--- config.mk ---
export PLATFORM = sky130hd
export DESIGN_NAME = player_kinematics
export DESIGN_NICKNAME = d
export VERILOG_FILES = /design/src/rtl/player_kinematics.sv
export SDC_FILE = /design/constraint.sdc
export NUM_CORES = 1
export LEC_CHECK = 0
export ABC_AREA = 1
export BUFFER_PORTS_ARGS = -buffer_cell sky130_fd_sc_hd__buf_2
export CORE_ASPECT_RATIO = 1.1
export CORE_MARGIN = 5
export CORE_UTILIZATION = 40
export DETAILED_ROUTE_END_ITERATION = 6
export GPL_ROUTABILITY_DRIVEN = 1
export PLACE_DENSITY = 0.66
export SYNTH_ARGS = -nofsm -noshare
export SYNTH_HDL_FRONTEND = slang
export SYNTH_SLANG_ARGS = --single-unit
--- constraint.sdc ---
create_clock -name clk -period 4.95 [get_ports clk]
set_clock_uncertainty 0.05 [all_clocks]
set_input_delay 0.2475 -clock clk [delete_from_list [all_inputs] [get_ports clk]]
set_output_delay 0.2475 -clock clk [all_outputs]
set_load 0.05 [all_outputs]
--- src/rtl/player_kinematics.sv ---
// -----------------------------------------------------------------------------
// player_kinematics
//
// Player movement controller for a side-scrolling game. Tracks the player's
// pixel position, facing direction and motion state (idle / run / jump / fall)
// from level-sensitive key inputs and per-side collision flags.
//
// Motion on each axis is paced by an interval counter: a pixel step happens
// once the counter has run for "interval" consecutive cycles. The horizontal
// interval is fixed. The vertical interval grows during ascent (the player
// slows toward the apex) and shrinks during descent (the player accelerates
// up to a terminal rate).
//
// Ports
//   clk         in   clock, all state updates on the rising edge
//   rst         in   synchronous, active-high reset
//   keys[3:0]   in   {jump, fall, left, right}, level, already synchronised
//   is_collide  in   {up, down, left, right} blocked-this-cycle flags
//   direction   out  facing: 0 left, 1 right
//   action      out  00 idle, 01 run, 10 jump, 11 fall (this is the FSM state)
//   pos_x/pos_y out  player position in pixels (y grows downward)
//   jumps_used  out  jumps consumed since the last landing
// -----------------------------------------------------------------------------
module player_kinematics #(
    parameter int POS_W        = 10,
    parameter int INIT_X       = 200,
    parameter int INIT_Y       = 556,
    parameter int X_MAX        = 799,
    parameter int Y_MAX        = 599,
    parameter int X_INV        = 200,
    parameter int JUMP_INV     = 20,
    parameter int FALL_INV     = 105,
    parameter int FALL_INV_MIN = 20,
    parameter int MAX_JUMPS    = 2,
    parameter int CNT_W        = 16
) (
    input  logic             clk,
    input  logic             rst,
    input  logic [3:0]       keys,
    input  logic [3:0]       is_collide,
    output logic             direction,
    output logic [1:0]       action,
    output logic [POS_W-1:0] pos_x,
    output logic [POS_W-1:0] pos_y,
    output logic [2:0]       jumps_used
);

    // State encoding doubles as the action output.
    localparam logic [1:0] S_IDLE = 2'b00;
    localparam logic [1:0] S_RUN  = 2'b01;
    localparam logic [1:0] S_JUMP = 2'b10;
    localparam logic [1:0] S_FALL = 2'b11;

    localparam logic [CNT_W-1:0] X_INTERVAL   = CNT_W'(X_INV);
    localparam logic [CNT_W-1:0] ASCENT_START = CNT_W'(JUMP_INV);
    localparam logic [CNT_W-1:0] DESCENT_INIT = CNT_W'(FALL_INV);
    localparam logic [CNT_W-1:0] DESCENT_MIN  = CNT_W'(FALL_INV_MIN);
    localparam logic [CNT_W-1:0] CNT_ONE      = CNT_W'(1);
    localparam logic [POS_W-1:0] POS_ONE      = POS_W'(1);
    localparam logic [POS_W-1:0] X_LIMIT      = POS_W'(X_MAX);
    localparam logic [POS_W-1:0] Y_LIMIT      = POS_W'(Y_MAX);

    // Named views of the input buses.
    logic key_jump, key_fall, key_left, key_right;
    logic col_up, col_down, col_left, col_right;

    assign key_jump  = keys[3];
    assign key_fall  = keys[2];
    assign key_left  = keys[1];
    assign key_right = keys[0];

    assign col_up    = is_collide[3];
    assign col_down  = is_collide[2];
    assign col_left  = is_collide[1];
    assign col_right = is_collide[0];

    // Registered state beyond the outputs.
    logic             jump_prev;
    logic [CNT_W-1:0] x_cnt;
    logic [CNT_W-1:0] y_cnt;
    logic [CNT_W-1:0] y_inv;

    // -------------------------------------------------------------------------
    // Shared decode
    // -------------------------------------------------------------------------
    logic       jump_edge;
    logic       can_jump;
    logic       grounded;
    logic       walk;
    logic [1:0] ground_state;

    assign jump_edge    = key_jump & ~jump_prev;
    assign can_jump     = jumps_used < 3'(MAX_JUMPS);
    assign grounded     = ~action[1];
    // Pressing both horizontal keys cancels out.
    assign walk         = key_left ^ key_right;
    assign ground_state = walk ? S_RUN : S_IDLE;

    // -------------------------------------------------------------------------
    // Horizontal pacing
    // -------------------------------------------------------------------------
    logic             x_blocked;
    logic             x_go;
    logic [CNT_W-1:0] x_cnt_inc;
    logic             x_tick;

    assign x_blocked = key_left ? col_left : col_right;
    assign x_go      = walk & ~x_blocked;
    assign x_cnt_inc = x_cnt + CNT_ONE;
    assign x_tick    = x_go && (x_cnt_inc == X_INTERVAL);

    // -------------------------------------------------------------------------
    // Vertical FSM
    //
    // Priority: in-air fall key, then a usable jump edge, then the per-state
    // behaviour. A fall key held while already falling simply keeps the
    // normal descent running so the player continues to accelerate.
    // -------------------------------------------------------------------------
    logic [1:0]       action_n;
    logic [2:0]       jumps_n;
    logic [CNT_W-1:0] y_cnt_n;
    logic [CNT_W-1:0] y_inv_n;
    logic             y_up;
    logic             y_down;
    logic             fall_step;
    logic [CNT_W-1:0] y_cnt_inc;
    logic             y_tick;
    logic [CNT_W-1:0] inv_up;

    assign y_cnt_inc = y_cnt + CNT_ONE;
    assign y_tick    = (y_cnt_inc == y_inv);
    assign inv_up    = y_inv + CNT_ONE;

    always_comb begin
        action_n  = action;
        jumps_n   = jumps_used;
        y_cnt_n   = y_cnt;
        y_inv_n   = y_inv;
        y_up      = 1'b0;
        y_down    = 1'b0;
        fall_step = 1'b0;

        if (!grounded && key_fall) begin
            if (action == S_JUMP) begin
                action_n = S_FALL;
                y_inv_n  = DESCENT_INIT;
                y_cnt_n  = '0;
            end else begin
                fall_step = 1'b1;
            end
        end else if (jump_edge && can_jump) begin
            // Also valid mid-air: restarts the ascent profile.
            action_n = S_JUMP;
            jumps_n  = jumps_used + 3'd1;
            y_inv_n  = ASCENT_START;
            y_cnt_n  = '0;
        end else if (grounded) begin
            y_cnt_n = '0;
            if (!col_down) begin
                // Walked off a ledge: start descending, keep the jump budget.
                action_n = S_FALL;
                y_inv_n  = DESCENT_INIT;
            end else begin
                action_n = ground_state;
                jumps_n  = 3'd0;
            end
        end else if (action == S_JUMP) begin
            if (col_up) begin
                // Head hit a ceiling: no upward pixel, start falling.
                action_n = S_FALL;
                y_inv_n  = DESCENT_INIT;
                y_cnt_n  = '0;
            end else if (y_tick) begin
                y_up    = 1'b1;
                y_cnt_n = '0;
                // Slow down each pixel; at the descent starting rate we are
                // at the apex.
                if (inv_up >= DESCENT_INIT) begin
                    action_n = S_FALL;
                    y_inv_n  = DESCENT_INIT;
                end else begin
                    y_inv_n = inv_up;
                end
            end else begin
                y_cnt_n = y_cnt_inc;
            end
        end else begin
            fall_step = 1'b1;
        end

        if (fall_step) begin
            if (col_down) begin
                action_n = ground_state;
                jumps_n  = 3'd0;
                y_cnt_n  = '0;
            end else if (y_tick) begin
                y_down  = 1'b1;
                y_cnt_n = '0;
                // Accelerate toward terminal velocity.
                if (y_inv > DESCENT_MIN)
                    y_inv_n = y_inv - CNT_ONE;
                else
                    y_inv_n = DESCENT_MIN;
            end else begin
                y_cnt_n = y_cnt_inc;
            end
        end
    end

    // -------------------------------------------------------------------------
    // State registers
    // -------------------------------------------------------------------------
    always_ff @(posedge clk) begin
        if (rst) begin
            pos_x      <= POS_W'(INIT_X);
            pos_y      <= POS_W'(INIT_Y);
            direction  <= 1'b1;
            action     <= S_IDLE;
            jumps_used <= 3'd0;
            x_cnt      <= '0;
            y_cnt      <= '0;
            y_inv      <= DESCENT_INIT;
            jump_prev  <= 1'b0;
        end else begin
            jump_prev <= key_jump;

            // Facing follows the requested direction even when blocked.
            if (walk)
                direction <= key_right;

            if (x_go) begin
                if (x_tick) begin
                    x_cnt <= '0;
                    // Moves past the edge are dropped, never wrapped.
                    if (key_right) begin
                        if (pos_x < X_LIMIT)
                            pos_x <= pos_x + POS_ONE;
                    end else if (pos_x != '0) begin
                        pos_x <= pos_x - POS_ONE;
                    end
                end else begin
                    x_cnt <= x_cnt_inc;
                end
            end else begin
                x_cnt <= '0;
            end

            action     <= action_n;
            jumps_used <= jumps_n;
            y_cnt      <= y_cnt_n;
            y_inv      <= y_inv_n;

            if (y_up && pos_y != '0)
                pos_y <= pos_y - POS_ONE;
            else if (y_down && pos_y < Y_LIMIT)
                pos_y <= pos_y + POS_ONE;
        end
    end

endmodule

---- After elaboration in Yosys (flattened, before gate mapping) ----
Index checks and enable logic that the tools add are counted.
word-level totals
  register bits ........................... 75
  input bits .............................. 10
  output and inout bits ................... 26
  word-level logic and storage cells ...... 105
cells by class
  add/sub/neg operators ................... 9
  magnitude comparators ................... 5
  eq/ne operators ......................... 6
  mux-type cells .......................... 58
  bitwise operators ....................... 6
  reductions and logical operators ........ 12
operators by type and width
  kind                                                                 number
  2-to-1 mux 16 bit                                                    22
  2-to-1 mux 10 bit                                                    5
  adder 16 x 1 -> 16 bit (second input constant)                       3
  adder 10 x 1 -> 10 bit (second input constant)                       2
  < comparator 10 bit (second input constant)                          2
  nonzero test 10 bit                                                  2
  subtractor 10 x 1 -> 10 bit (second input constant)                  2
  2-to-1 mux 1 bit                                                     18
  2-to-1 mux 3 bit                                                     6
  == test 16 bit                                                       1
  == test 16 x 8 -> 1 bit (second input constant)                      1
  greater-or-equal comparator 16 x 7 -> 1 bit (second input constant)  1
  greater-than comparator 16 x 5 -> 1 bit (second input constant)      1
  subtractor 16 x 1 -> 16 bit (second input constant)                  1
  2-to-1 mux 2 bit                                                     7
  logical AND 1 bit                                                    5
  != test 4 x 1 -> 1 bit (second input constant)                       1
  AND reduction 4 bit                                                  1
  nonzero test 2 bit                                                   2
  adder 3 x 1 -> 3 bit (second input constant)                         1
  < comparator 3 x 2 -> 1 bit (second input constant)                  1
  != test 3 x 2 -> 1 bit (second input constant)                       1
  inverter 1 bit                                                       3
  OR reduction 3 bit                                                   1
  other kinds (5)                                                      6

---- Depth between registers and ports, before layout ----
Gate-level depths: netlist of the first run.
  word-level depth ........................ 12
  gate-level depth with buffers ........... 28
  gate-level depth less buffers ........... 28

---- Worst setup path before layout of the first run ----
OpenSTA, ideal clock, no wires.
  path kind ............................... register to register
  start ................................... register y_cnt[0]
  end ..................................... register pos_y[9]
  data arrival time ....................... 3351 ps
  data required time ...................... 4776 ps
  slack ................................... 1425 ps
  stages on the path, launching flop included .. 27
  period minus slack after synthesis ...... 3525 ps
  cell sequence ........................... dfxtp_1 ha_1 nand2_1 nor2_4 nand3_1 nand2_1 nand2_1 nand2_1 nand2_1 inv_1 nand2_1 nor2_2 nand3_4 or2_4 inv_1 ha_1 a21o_1 nand2_1 and3_1 o21ai_0 nand2_1 nand2_1 a21oi_1 nand3b_1 nand2_1 nand2_1 nand3_1
between the ends
  longest elaborated chain between the ends .. 10
  elaborated cells between the ends (all ways) .. 14
  those cells by class .................... add/sub (1); eq/ne (1); mux (9); reduce/logical (3)
RTL lines
  item                                                     line      RTL
  from (decl)                                              80        logic [CNT_W-1:0] y_cnt;
  from (signal assigned)                                   250       y_cnt <= y_cnt_n;
  adder 16 x 1 -> 16 bit (*)                               130       assign y_cnt_inc = y_cnt + CNT_ONE;
  == test 16 bit (*)                                       131       assign y_tick = (y_cnt_inc == y_inv);
  2-to-1 mux 1 bit (*)                                     173, 196
  2-to-1 mux 1 bit                                         168       if (col_up) begin
  2-to-1 mux 1 bit                                         167       end else if (action == S_JUMP) begin
  2-to-1 mux 1 bit                                         157       end else if (grounded) begin
  2-to-1 mux 1 bit                                         151       end else if (jump_edge && can_jump) begin
  2-to-1 mux 1 bit                                         143       if (!grounded && key_fall) begin
  logical AND 1 bit                                        253       if (y_up && pos_y != '0)
  2-to-1 mux 10 bit or nonzero test 2 bit (tied branches)  -
  to (signal assigned)                                     216       pos_y <= POS_W'(INIT_Y);
  to (signal assigned)                                     254       pos_y <= pos_y - POS_ONE;
  to (signal assigned)                                     256       pos_y <= pos_y + POS_ONE;
  to (decl)                                                44        output logic [POS_W-1:0] pos_y,
Mark *: on every way between the ends. The rest lies on a longest branch, timed or not.
A chain may end at the register's enable or synchronous reset.

---- Worst setup path in the final report of the first run ----
Ends and elaborated chain as after synthesis.

==> reports/qor.txt, run 1 <==
clock buffers created by TritonCTS -> 9
maximum fanout encountered on the critical timing path -> 19
Synth Flop Type -> sky130_fd_sc_hd__dfxtp_1
arrival time of data at the critical path endpoint -> 4.32 ns
Die Height -> 138 um
end-of-flow core utilization -> 0.449
total of fill cells in the finished design -> 1590
Synth Instances -> 967
Yosys reg bits -> 75
type of element capturing the critical path -> register
via count of the routed design -> 6184
max-cap viol count -> 0
Peak Freq -> 241 MHz
number of pins exceeding their max-slew limit in the final report -> 0
Worst Tran Pin Value -> 0.951 ns
H-tree lvl count -> 3
Post-CTS Repair Setup Buffers -> 0
unrepaired setup endpoints after global routing -> no
post-layout minimum cycle time -> 4.15 ns
cell-by-cell listing of the critical path -> ha_1 > nand3_2 > nor2_4 > nand3_2 > nand2_1 > nand2_1 > nand2_1 > nand3_1 > nor2_2 > nand3_4 > or2_4 > inv_1 > ha_1 > a21o_1 > nand2_1 > and3_1 > o21ai_0 > nand2_1 > nand2_1 > a21oi_1 > nand3b_1 > nand2_1 > nand2_1 > nand3_1
Mean Syn Cell Area -> 6.19 sq um
number of port buffers -> 35
routed via count divided by cell count -> 5.19
number of nets in the finished design -> 1028
final setup fails -> 0
Yosys cell types -> 48
HP Class -> in -> reg
global routing usage summed across all routing layers -> 0.188
maximum number of pins on one net before global-route repair -> 31
power per standard cell area -> 246 nW/um^2
residual antenna-violating net count after detailed routing -> 0
CP Class -> reg -> reg
WHS -> 0.0742 ns
hold buffers post-CTS -> 0
post-route fraction of the period consumed by the critical path -> 0.839
run status -> finished, final reports clean
required time at the endpoint of the critical path -> 5.12 ns
number of DRC markers in iteration 0 -> 431
first drt pass iteration count -> 5
global-route wire length before repair -> 27800 um
Most common cell on crit path -> sky130_fd_sc_hd__nand2_1
setup TNS -> 0 ns
overall power consumption -> 0.00164 W
slowest stage delay, CP -> 0.43 ns
Inserted Diodes -> 0
proportion of synthesized flip-flops having asynchronous set or reset -> 0
leading cell types in the layout, fill and taps excluded -> sky130_fd_sc_hd__nand2_1 (270), sky130_fd_sc_hd__nor2_1 (113), sky130_fd_sc_hd__inv_1 (110), sky130_fd_sc_hd__nand3_1 (82), sky130_fd_sc_hd__dfxtp_1 (75)
number of antenna violations at the first check in global routing -> 0
Max-slew headroom -> 0.364
clock-pin slew of the registers on the worst-case setup and hold paths -> 0.06 ns
Routability Congestion -> 0.914
type of element launching the critical path -> register
DRC violation count after routing -> 0
Wirelength per Cell -> 13.7 um
count of endpoints failing hold in the final timing report -> 0
via count of the first global-routing pass -> 5912
area of the mapped netlist -> 5980 sq um
Post-Syn Nets -> 1003
static power due to leakage -> 3.08 nW
most common cell after layout, fill and taps aside -> sky130_fd_sc_hd__nand2_1
top-level port count -> 36
overflow left after global routing -> 0
core outline area -> 14900 sq um
area added between synthesis and finish -> 11.5%
horizontal die dimension -> 127 um
clock network latency to the later pin of the worst-skew pair -> 0.35 ns
post-cts gate resize count -> 0
number of clock sinks -> 75
buffer cell driving the clock tree root -> sky130_fd_sc_hd__clkbuf_16
Starting Density -> 0.402
post-synthesis sequential area ratio -> 0.251
Die Footprint -> 17500 sq um
number of enable flip-flop cells after synthesis -> 0
number of warning messages in the yosys log -> 0
CTS tree -> done
Clock Tree Buf Depth -> 2
worst ir drop on vdd -> 0.000172 V
ratio of cells with drive above 1 in the final layout -> 0.107
slowest stage cell on the critical path -> sky130_fd_sc_hd__dfxtp_1
# rows -> 47
final WL -> 16300 um
detailed placer's ending HPWL -> 12200 um
## path summary, 6_finish.rpt
| kind | from | end | slack (ns) | cells after the start |
|---|---|---|---|---|
| worst max register to register | y_cnt[0]$_SDFFE_PP0P_ | pos_y[9]$_SDFFE_PP1P_ | 0.80 | 24 |
| worst min-delay path | keys[3] | jump_prev$_SDFF_PP0_ | 0.07 | 3 |
| worst min register to register | x_cnt[0]$_SDFF_PP0_ | x_cnt[0]$_SDFF_PP0_ | 0.43 | 1 |
| worst max-delay path | y_cnt[0]$_SDFFE_PP0P_ | pos_y[9]$_SDFFE_PP1P_ | 0.80 | 24 |
## metal layers
layer  part of all wire  track usage
met1               0.47        0.246
met2               0.46        0.309
met3              0.049       0.0355
met4              0.021       0.0644
met5                  0            0
## logic make-up (layout without fill, tap and decap cells)
group / Yosys count / in the layout / synth area share
XOR/XNOR: 32 / 32 / 0.0468
AO/OA/AOI/OAI: 146 / 146 / 0.135
adder cells (fa/ha/maj): 26 / 26 / 0.0569
buffers and inverters: 141 / 170 / 0.0941
flip-flops: 75 / 75 / 0.251
AND/OR/NAND/NOR: 547 / 547 / 0.416
## synthesized netlist by cell type (10+ instances only)
cell / instances / area (sq um)
sky130_fd_sc_hd__nor2_1: 113 / 424
sky130_fd_sc_hd__o21ai_0: 44 / 220
sky130_fd_sc_hd__a21oi_1: 61 / 305
sky130_fd_sc_hd__clkbuf_1: 10 / 37.5
sky130_fd_sc_hd__nand2_1: 270 / 1010
sky130_fd_sc_hd__buf_2: 12 / 60.1
sky130_fd_sc_hd__xor2_1: 24 / 210
sky130_fd_sc_hd__inv_1: 110 / 413
sky130_fd_sc_hd__ha_1: 24 / 300
sky130_fd_sc_hd__dfxtp_1: 75 / 1500
sky130_fd_sc_hd__nand4_1: 22 / 138
sky130_fd_sc_hd__a31oi_1: 10 / 62.6
sky130_fd_sc_hd__nand3_1: 82 / 410
## flip-flops by register name (all words and copies together), names as in the netlist
register    flops
action          2
jumps_used      3
pos_y          10
pos_x          10
x_cnt          16
y_cnt          16
y_inv          16
jump_prev       1
direction       1
## worst max-delay path, delay by kind of cell (launching register included)
kind	cells	cell delay (ns)
compound gates	3	0.43
fa+ha+maj	2	0.60
buf+inv	1	0.28
flops	1	0.43
simple gates	18	2.24
## area by class of cell
class                   instances  area [sq um]  share of cell area
multi-input cells             751          3920               0.587
clock inverters                 6           138              0.0206
inverters                     116           439              0.0658
flip-flops and latches         75          1500               0.225
clock buffers                   9           225              0.0337
repair buffers                 39           205              0.0307
well taps                     196           245              0.0367
## per-stage QoR
step	worst slack, ns	cells	instance area (sq um)
final	0.797	1192	6670
after global routing	0.346	1192	6670
after CTS	0.840	1192	6670
after detailed placement	0.842	1177	6310
after global placement	0.964	1177	6310
after floorplan	1.42	967	5980
## where the power goes
group / internal (W) / switching [W]
registers: 0.000613 / 0.0000181
logic: 0.0000581 / 0.000135
clock network: 0.000544 / 0.000275
total: 0.00121 / 0.000428
No activity file was read; power rests on OpenSTA's default activity.
==> inputs of run 2 (changes only) <==
- ABC_AREA: 1 -> 0
- PLACE_DENSITY: 0.66 -> 0.69
- clock period: 4.95 -> 3.48 ns (I/O delays scaled with it)
==> run 2 against run 1 <==
  * The run now ends with setup timing left
  * Combinational power up 47%
  * First-iteration DRC count up 19%
  * Non-clock buffer count up 93
  * Clock-buffer cell count up 1
  * Global-route usage up 0.053 points
  * Core utilization up 6.4 points
  * Synthesized cell count down 28%
  * Die area down 6.7%
  * Cell count down 17%
  * Largest cell class unchanged
==> reports/qor.txt, run 2 <==
maximum number of pins on one net before global-route repair -> 32 (+3.2%)
number of DRC markers in iteration 0 -> 512 (+19%)
internal cell power -> 0.00165 W (+36%)
smallest setup slack after layout -> -0.319 ns (-1.12 ns)
total of fill cells in the finished design -> 1362 (-14%)
Peak Freq -> 263 MHz (+9.3%)
first drt pass iteration count -> 5 (unchanged)
clock-pin slew of the registers on the worst-case setup and hold paths -> 0.06 ns (about the same)
run status -> complete, but fails checks
power per standard cell area -> 319 nW/um^2 (+29%)
Clock Tree Buf Depth -> 2 (unchanged)
top cells by area, synth -> sky130_fd_sc_hd__dfxtp_1 (27%), sky130_fd_sc_hd__xnor2_1 (7.1%), sky130_fd_sc_hd__ha_1 (5.4%)
# rows -> 45 (-4.3%)
end-of-flow core utilization -> 0.513 (+0.0644)
HP Class -> in -> reg
area of the mapped netlist -> 5550 sq um (-7.3%)
static power due to leakage -> 2.81 nW (-8.8%)
area added between synthesis and finish -> 27.0%
dominant delay contributor by cell family on the critical path -> simple AND/OR/NAND/NOR gates
horizontal die dimension -> 122 um (-3.4%)
most repeated cell in the gate-level netlist after synthesis -> sky130_fd_sc_hd__nor2_1
Reg2Reg Depth -> 17 (-29%)
Mean Syn Cell Area -> 7.98 sq um (+29%)
post-route fraction of the period consumed by the critical path -> 1.09 (+0.253)
number of nets in the finished design -> 833 (-19%)
Synth Flop Type -> sky130_fd_sc_hd__dfxtp_1
residual antenna-violating net count after detailed routing -> 0 (unchanged)
Yosys cell types -> 77 (+60%)
proportion of synthesized flip-flops having asynchronous set or reset -> 0 (unchanged)
buffer cell driving the clock tree root -> sky130_fd_sc_hd__clkbuf_16
worst ir drop on vdd -> 0.000223 V (+29%)
top-level port count -> 36 (unchanged)
Die Height -> 134 um (-3.4%)
logic gate share of total power -> 0.126 (+0.008)
sw frac -> 0.264 (+0.00327)
hold depth -> 3 (unchanged)
Die Footprint -> 16300 sq um (-6.7%)
Starting Density -> 0.404 (+0.00168)
Worst Tran Pin Value -> 0.726 ns (-0.225 ns)
post-synthesis sequential area ratio -> 0.271 (+0.0197)
capture point of the worst reg-to-reg path -> pos_y[9]$_SDFFE_PP1P_
Yosys reg bits -> 75 (unchanged)
number of port buffers -> 35 (unchanged)
biggest regs -> x_cnt x16, y_cnt x16, y_inv x16
unrepaired setup endpoints after global routing -> yes
final setup fails -> 3 (+3)
min-delay src -> keys[1]
top-area cell type share of the netlist area -> 0.271 (+0.0197)
clock network latency to the later pin of the worst-skew pair -> 0.35 ns (about the same)
violated checks -> setup timing
Clk pwr share -> 0.482 (-0.016)
setup TNS -> -0.423 ns (-0.423 ns)
Post-synth top cells -> sky130_fd_sc_hd__nor2_1 (78), sky130_fd_sc_hd__dfxtp_1 (75), sky130_fd_sc_hd__nand2_1 (53), sky130_fd_sc_hd__xnor2_1 (45), sky130_fd_sc_hd__a21oi_1 (40)
final WL -> 14700 um (-9.8%)
Reg power frac -> 0.392 (+0.008)
max-cap viol count -> 0 (unchanged)
number of warning messages in the yosys log -> 0 (unchanged)
type of element capturing the critical path -> register
CP Class -> reg -> reg
count of endpoints failing hold in the final timing report -> 0 (unchanged)
type of element launching the critical path -> register
overall power consumption -> 0.00224 W (+37%)
DRC violation count after routing -> 0 (unchanged)
H-tree lvl count -> 3 (unchanged)
arrival time of data at the critical path endpoint -> 4.03 ns (-0.29 ns)
core outline area -> 13700 sq um (-7.7%)
CTS tree -> done
Wirelength per Cell -> 14.8 um (+8.6%)
worst-case register-to-register setup slack -> -0.32 ns (-1.12 ns)
post-layout minimum cycle time -> 3.80 ns (-0.353 ns)
post-layout instance count excluding filler cells -> 990 (-17%)
via count of the first global-routing pass -> 5343 (-9.6%)
number of cells after detailed placement -> 969 (-18%)
sink of the worst hold path -> direction$_SDFFE_PP1P_
Routability Congestion -> 0.917 (+0.36%)
Post-Syn Nets -> 731 (-27%)
Most common cell on crit path -> sky130_fd_sc_hd__ha_4
pre-CTS WS -> -0.366 ns (-1.21 ns)
slowest stage cell on the critical path -> sky130_fd_sc_hd__dfxtp_4
ratio of cells with drive above 1 in the final layout -> 0.244 (+0.137)
number of antenna violations at the first check in global routing -> 0 (unchanged)
launch instance of the worst register-to-register path -> y_cnt[1]$_SDFFE_PP0P_
clock buffers created by TritonCTS -> 9 (unchanged)
most area-hungry cell type in the Yosys netlist -> sky130_fd_sc_hd__dfxtp_1
routed via count divided by cell count -> 5.46 (+5.2%)
required time at the endpoint of the critical path -> 3.71 ns (-1.41 ns)
number of pins exceeding their max-slew limit in the final report -> 0 (unchanged)
net switching power -> 0.000592 W (+38%)
global routing usage summed across all routing layers -> 0.188 (+0.000534)
number of enable flip-flop cells after synthesis -> 0 (unchanged)
number of clock sinks -> 75 (unchanged)
total buffers and inverters traversed by the critical path -> 0 (-1)
detailed placer's ending HPWL -> 10900 um (-11%)
most common cell after layout, fill and taps aside -> sky130_fd_sc_hd__buf_4
global-route wire length before repair -> 25100 um (-9.6%)
Synth Instances -> 695 (-28%)
via count of the routed design -> 5403 (-13%)
slowest stage delay, CP -> 0.36 ns (-0.07 ns)
maximum fanout encountered on the critical timing path -> 6 (-13)
cell-by-cell listing of the critical path -> ha_4 > nand3_4 > nor4b_4 > xor3_1 > nor3_2 > nand3_2 > nor2_4 > ha_4 > a21o_1 > a21oi_2 > nor2b_1 > o21a_1 > o41ai_2 > o21ai_1 > or3_1 > and3_4 > a31oi_1
Max-slew headroom -> 0.514 (+0.150)
Inserted Diodes -> 0 (unchanged)
leading cell types in the layout, fill and taps excluded -> sky130_fd_sc_hd__buf_4 (96), sky130_fd_sc_hd__nor2_1 (76), sky130_fd_sc_hd__dfxtp_1 (71), sky130_fd_sc_hd__nand2_1 (53), sky130_fd_sc_hd__xnor2_1 (44)
overflow left after global routing -> 0 (unchanged)
run 2: cell count changes after synthesis, sizes merged, moves of 14 or more:
| cell | change |
|---|---|
| xnor2 | +37 |
| o21ai | -29 |
| mux2i | +18 |
| nand3 | -49 |
| nor2 | -47 |
| a21oi | -24 |
| inv | -97 |
| nor3 | +14 |
| nand2 | -227 |
| clkbuf | +18 |
run 2: cell type report:
class                      instances  area (sq um)  area share
multi-input combinational        561          3980       0.565
tap                              188           235      0.0334
clock buffer                      10           250      0.0355
timing repair buffer             132           906       0.129
sequential                        75          1510       0.214
inverter                          18          67.6     0.00959
clock inverter                     6          93.8      0.0133
run 2: cell families after synthesis:
family | synth area share
adders and majority gates | 0.0613
xor gates and xnor gates | 0.122
and+or+nand+nor | 0.296
AOI/OAI and AO/OA | 0.175
muxes | 0.0325
DFF | 0.271
buffers and inverters | 0.0435
run 2: how the worst max path moves through the flow:
stage / to / from / slack (ns) / cells past startpoint
2_1_floorplan: pos_y[9]$_SDFFE_PP1P_ / y_cnt[0]$_SDFFE_PP0P_ / -0.34 / 18
3_3_place_gp: pos_y[9]$_SDFFE_PP1P_ / y_cnt[1]$_SDFFE_PP0P_ / -0.30 / 18
3_5_place_dp: pos_y[9]$_SDFFE_PP1P_ / y_cnt[2]$_SDFFE_PP0P_ / -0.37 / 17
4_1_cts: pos_y[9]$_SDFFE_PP1P_ / y_cnt[1]$_SDFFE_PP0P_ / -0.35 / 17
5_1_grt: pos_y[9]$_SDFFE_PP1P_ / y_cnt[1]$_SDFFE_PP0P_ / -0.59 / 17
6_report: pos_y[9]$_SDFFE_PP1P_ / y_cnt[1]$_SDFFE_PP0P_ / -0.32 / 17
run 2: repair_timing:
action,in CTS,in global routing
gates cloned,0,0
setup buffers,4,1
endpoints found under the hold margin,1,0
setup endpoints to repair,4,7
gates resized for setup,10,5
hold buffers,1,0
pin swaps,4,3
run 2: power by group through the flow:
stage	logic [W]	clock network (W)	registers (W)
after floorplan	0.000178	0	0.000914
after global routing	0.000310	0.00114	0.000881
after global placement	0.000272	0	0.000900
final	0.000283	0.00108	0.000880
after CTS	0.000278	0.00110	0.000880
after detailed placement	0.000274	0	0.000899
run 2: worst min-delay path, stage by stage:
cell	delay [ns]
sky130_fd_sc_hd__buf_2	0.10
sky130_fd_sc_hd__nand2b_1	0.10
sky130_fd_sc_hd__a21o_1	0.11
run 2: routing by layer:
layer / global-route usage / share of wire
met5: 0 / 0
met4: 0.0884 / 0.032
met3: 0.0425 / 0.055
met2: 0.312 / 0.48
met1: 0.230 / 0.43
run 2: per-stage QoR:
stage               hold WS, ns  area (sq um)
floorplan                 0.252          5650
global placement          0.358          6580
detailed placement        0.378          6580
CTS                       0.106          7010
global route              0.137          7050
finish                    0.118          7050
==> inputs of run 3 (changes only) <==
- CORE_UTILIZATION: 40 -> 30
- GPL_TIMING_DRIVEN: default -> 0
- PLACE_DENSITY: 0.69 -> 0.57
==> run 3 against run 2 <==
  * The flow still finishes with violations (setup timing)
  * Hold slack worse by 0.10 ns
  * Critical path depth is 3 higher
  * Design area down 1.8%
  * Sequential share of layout area grew 0.59 points
  * Via count fell by 1.7%
  * Register-to-register slack got worse by 0.15 ns
  * Non-clock buffer count shrank 20
  * Routed wire length up 5.9%
==> reports/qor.txt, run 3 (synthesis gave the netlist of run 2 again) <==
WHS -> 0.0141 ns (-0.104 ns)
power per standard cell area -> 308 nW/um^2 (-3.4%)
min-delay src -> keys[3]
Die Height -> 153 um (+14%)
number of DRC markers in iteration 0 -> 364 (-29%)
area added between synthesis and finish -> 24.7%
type of element capturing the critical path -> register
top-level port count -> 36 (unchanged)
slowest stage cell on the critical path -> sky130_fd_sc_hd__nor4_4
unrepaired setup endpoints after global routing -> yes
capture point of the worst reg-to-reg path -> pos_y[9]$_SDFFE_PP1P_
pre-CTS WS -> -1.08 ns (-0.712 ns)
hold buffers post-CTS -> 0 (-1)
slowest stage delay, CP -> 0.37 ns (about the same)
number of antenna violations at the first check in global routing -> 0 (unchanged)
overflow left after global routing -> 0 (unchanged)
maximum fanout encountered on the critical timing path -> 5 (-1)
violated checks -> setup timing
total area of multi-input combinational cells -> 4040 sq um (+1.4%)
via count of the first global-routing pass -> 4989 (-6.6%)
buffer cell driving the clock tree root -> sky130_fd_sc_hd__clkbuf_16
post-route fraction of the period consumed by the critical path -> 1.13 (+0.0430)
maximum number of pins on one net before global-route repair -> 15 (-53%)
Clock Tree Buf Depth -> 2 (unchanged)
static power due to leakage -> 2.67 nW (-5.0%)
Routability Congestion -> 0.872 (-4.9%)
CP Class -> reg -> reg
launch instance of the worst register-to-register path -> y_cnt[5]$_SDFFE_PP0P_
biggest regs -> x_cnt x16, y_cnt x16, y_inv x16
leading cell types in the layout, fill and taps excluded -> sky130_fd_sc_hd__nor2_1 (74), sky130_fd_sc_hd__dfxtp_1 (62), sky130_fd_sc_hd__nand2_1 (53), sky130_fd_sc_hd__xnor2_1 (43), sky130_fd_sc_hd__buf_2 (43)
arrival time of data at the critical path endpoint -> 4.18 ns (+0.15 ns)
worst-case register-to-register setup slack -> -0.47 ns (-0.15 ns)
Die Footprint -> 21300 sq um (+31%)
number of port buffers -> 34 (-2.9%)
HP Class -> in -> reg
first drt pass iteration count -> 5 (unchanged)
final WL -> 15600 um (+5.9%)
Reg2Reg Depth -> 20 (+3)
clock buffers created by TritonCTS -> 9 (unchanged)
Inserted Diodes -> 0 (unchanged)
# rows -> 52 (+16%)
final setup fails -> 5 (+2)
overall power consumption -> 0.00213 W (-5.2%)
DRC violation count after routing -> 0 (unchanged)
detailed placer's ending HPWL -> 11000 um (+1.7%)
number of nets in the finished design -> 813 (-2.4%)
Max-slew headroom -> 0.446 (-0.0682)
clock network latency to the later pin of the worst-skew pair -> 0.35 ns (about the same)
routed via count divided by cell count -> 5.18 (-5.1%)
horizontal die dimension -> 140 um (+14%)
total buffers and inverters traversed by the critical path -> 4 (+4)
type of element launching the critical path -> register
count of endpoints failing hold in the final timing report -> 0 (unchanged)
max-cap viol count -> 0 (unchanged)
CTS tree -> done
Wirelength per Cell -> 15.2 um (+2.2%)
Starting Density -> 0.304 (-0.100)
sink of the worst hold path -> jump_prev$_SDFF_PP0_
number of pins exceeding their max-slew limit in the final report -> 0 (unchanged)
global routing usage summed across all routing layers -> 0.144 (-0.0445)
H-tree lvl count -> 3 (unchanged)
required time at the endpoint of the critical path -> 3.72 ns (about the same)
post-layout minimum cycle time -> 3.95 ns (+0.150 ns)
ratio of cells with drive above 1 in the final layout -> 0.212 (-0.0321)
hold depth -> 2 (-1)
residual antenna-violating net count after detailed routing -> 0 (unchanged)
Peak Freq -> 253 MHz (-3.8%)
Worst Tran Pin Value -> 0.819 ns (+0.0930 ns)
Most common cell on crit path -> sky130_fd_sc_hd__buf_6
smallest setup slack after layout -> -0.469 ns (-0.150 ns)
worst ir drop on vdd -> 0.000194 V (-13%)
global-route wire length before repair -> 25200 um (+0.47%)
core outline area -> 18300 sq um (+33%)
run status -> complete, but fails checks
total of fill cells in the finished design -> 1864 (+37%)
number of clock sinks -> 75 (unchanged)
cell-by-cell listing of the critical path -> buf_6 > nand3_4 > buf_6 > nor4_4 > xnor2_1 > o211ai_1 > nor3_4 > nand3_2 > nor2_4 > buf_4 > buf_6 > ha_4 > a21oi_4 > nor2b_1 > o21a_1 > o41ai_4 > o21ai_2 > or3_1 > and3_1 > a31oi_1
dominant delay contributor by cell family on the critical path -> simple AND/OR/NAND/NOR gates
post-layout instance count excluding filler cells -> 1025 (+3.5%)
via count of the routed design -> 5311 (-1.7%)
register area -> 1530 sq um (+0.91%)
number of cells after detailed placement -> 972 (+0.31%)
most common cell after layout, fill and taps aside -> sky130_fd_sc_hd__nor2_1
clock-pin slew of the registers on the worst-case setup and hold paths -> 0.07 ns (about the same)
==> run 3: cell count changes in the layout (fill, tap and decap cells not counted), sizes merged <==
| cell | change |
|---|---|
| clkinv | +2 |
| clkbuf | +26 |
| bufinv | -1 |
| buf | -46 |
| dlygate4sd3 | -1 |
==> run 3: cell type report <==
type                       count  share of cell area
multi-input combinational    561               0.584
sequential                    75               0.220
timing repair buffer          71              0.0712
tap                          243              0.0439
clock buffer                   9              0.0325
buffer                        41              0.0278
clock inverter                 7              0.0108
inverter                      18             0.00976
==> run 3: worst max path at each step <==
stage                           from               endpoint  slack, ns  depth (start not counted)
5_1_grt        y_cnt[5]$_SDFFE_PP0P_  pos_y[9]$_SDFFE_PP1P_      -0.69                         20
3_5_place_dp     y_inv[1]$_SDFF_PP0_  pos_y[9]$_SDFFE_PP1P_      -1.08                         18
4_1_cts        y_cnt[0]$_SDFFE_PP0P_  pos_y[9]$_SDFFE_PP1P_      -0.57                         17
6_report       y_cnt[5]$_SDFFE_PP0P_  pos_y[9]$_SDFFE_PP1P_      -0.47                         20
3_3_place_gp     y_inv[1]$_SDFF_PP0_  pos_y[9]$_SDFFE_PP1P_      -1.06                         18
2_1_floorplan  y_cnt[0]$_SDFFE_PP0P_  pos_y[9]$_SDFFE_PP1P_      -0.34                         18
==> run 3: what timing repair did <==
item                                    CTS  global route
setup buffers                            22            15
gates resized for setup                  29            22
pin swaps                                16            16
endpoints found under the setup margin   12            16
==> run 3: metal layers <==
metal  wire length [um]  global-route usage
met2               7690               0.242
met4                331              0.0554
met1               6740               0.181
met3                795              0.0304
met5                  0                   0
==> run 3: power breakdown <==
part           internal (W)  switching (W)  leakage (nW)
Clock              0.000560       0.000417         0.146
Sequential         0.000869      0.0000113         0.615
Combinational     0.0000938       0.000178          1.91
Total               0.00152       0.000607          2.67
==> run 3: metrics by stage <==
stage                     area, sq um   util  setup TNS [ns]
after floorplan                  5650      -          -0.341
after global placement           6130  0.335           -4.22
after detailed placement         6130  0.335           -3.95
after CTS                        6730  0.368           -1.17
after global routing             6920  0.379           -1.83
final                            6920  0.379          -0.895
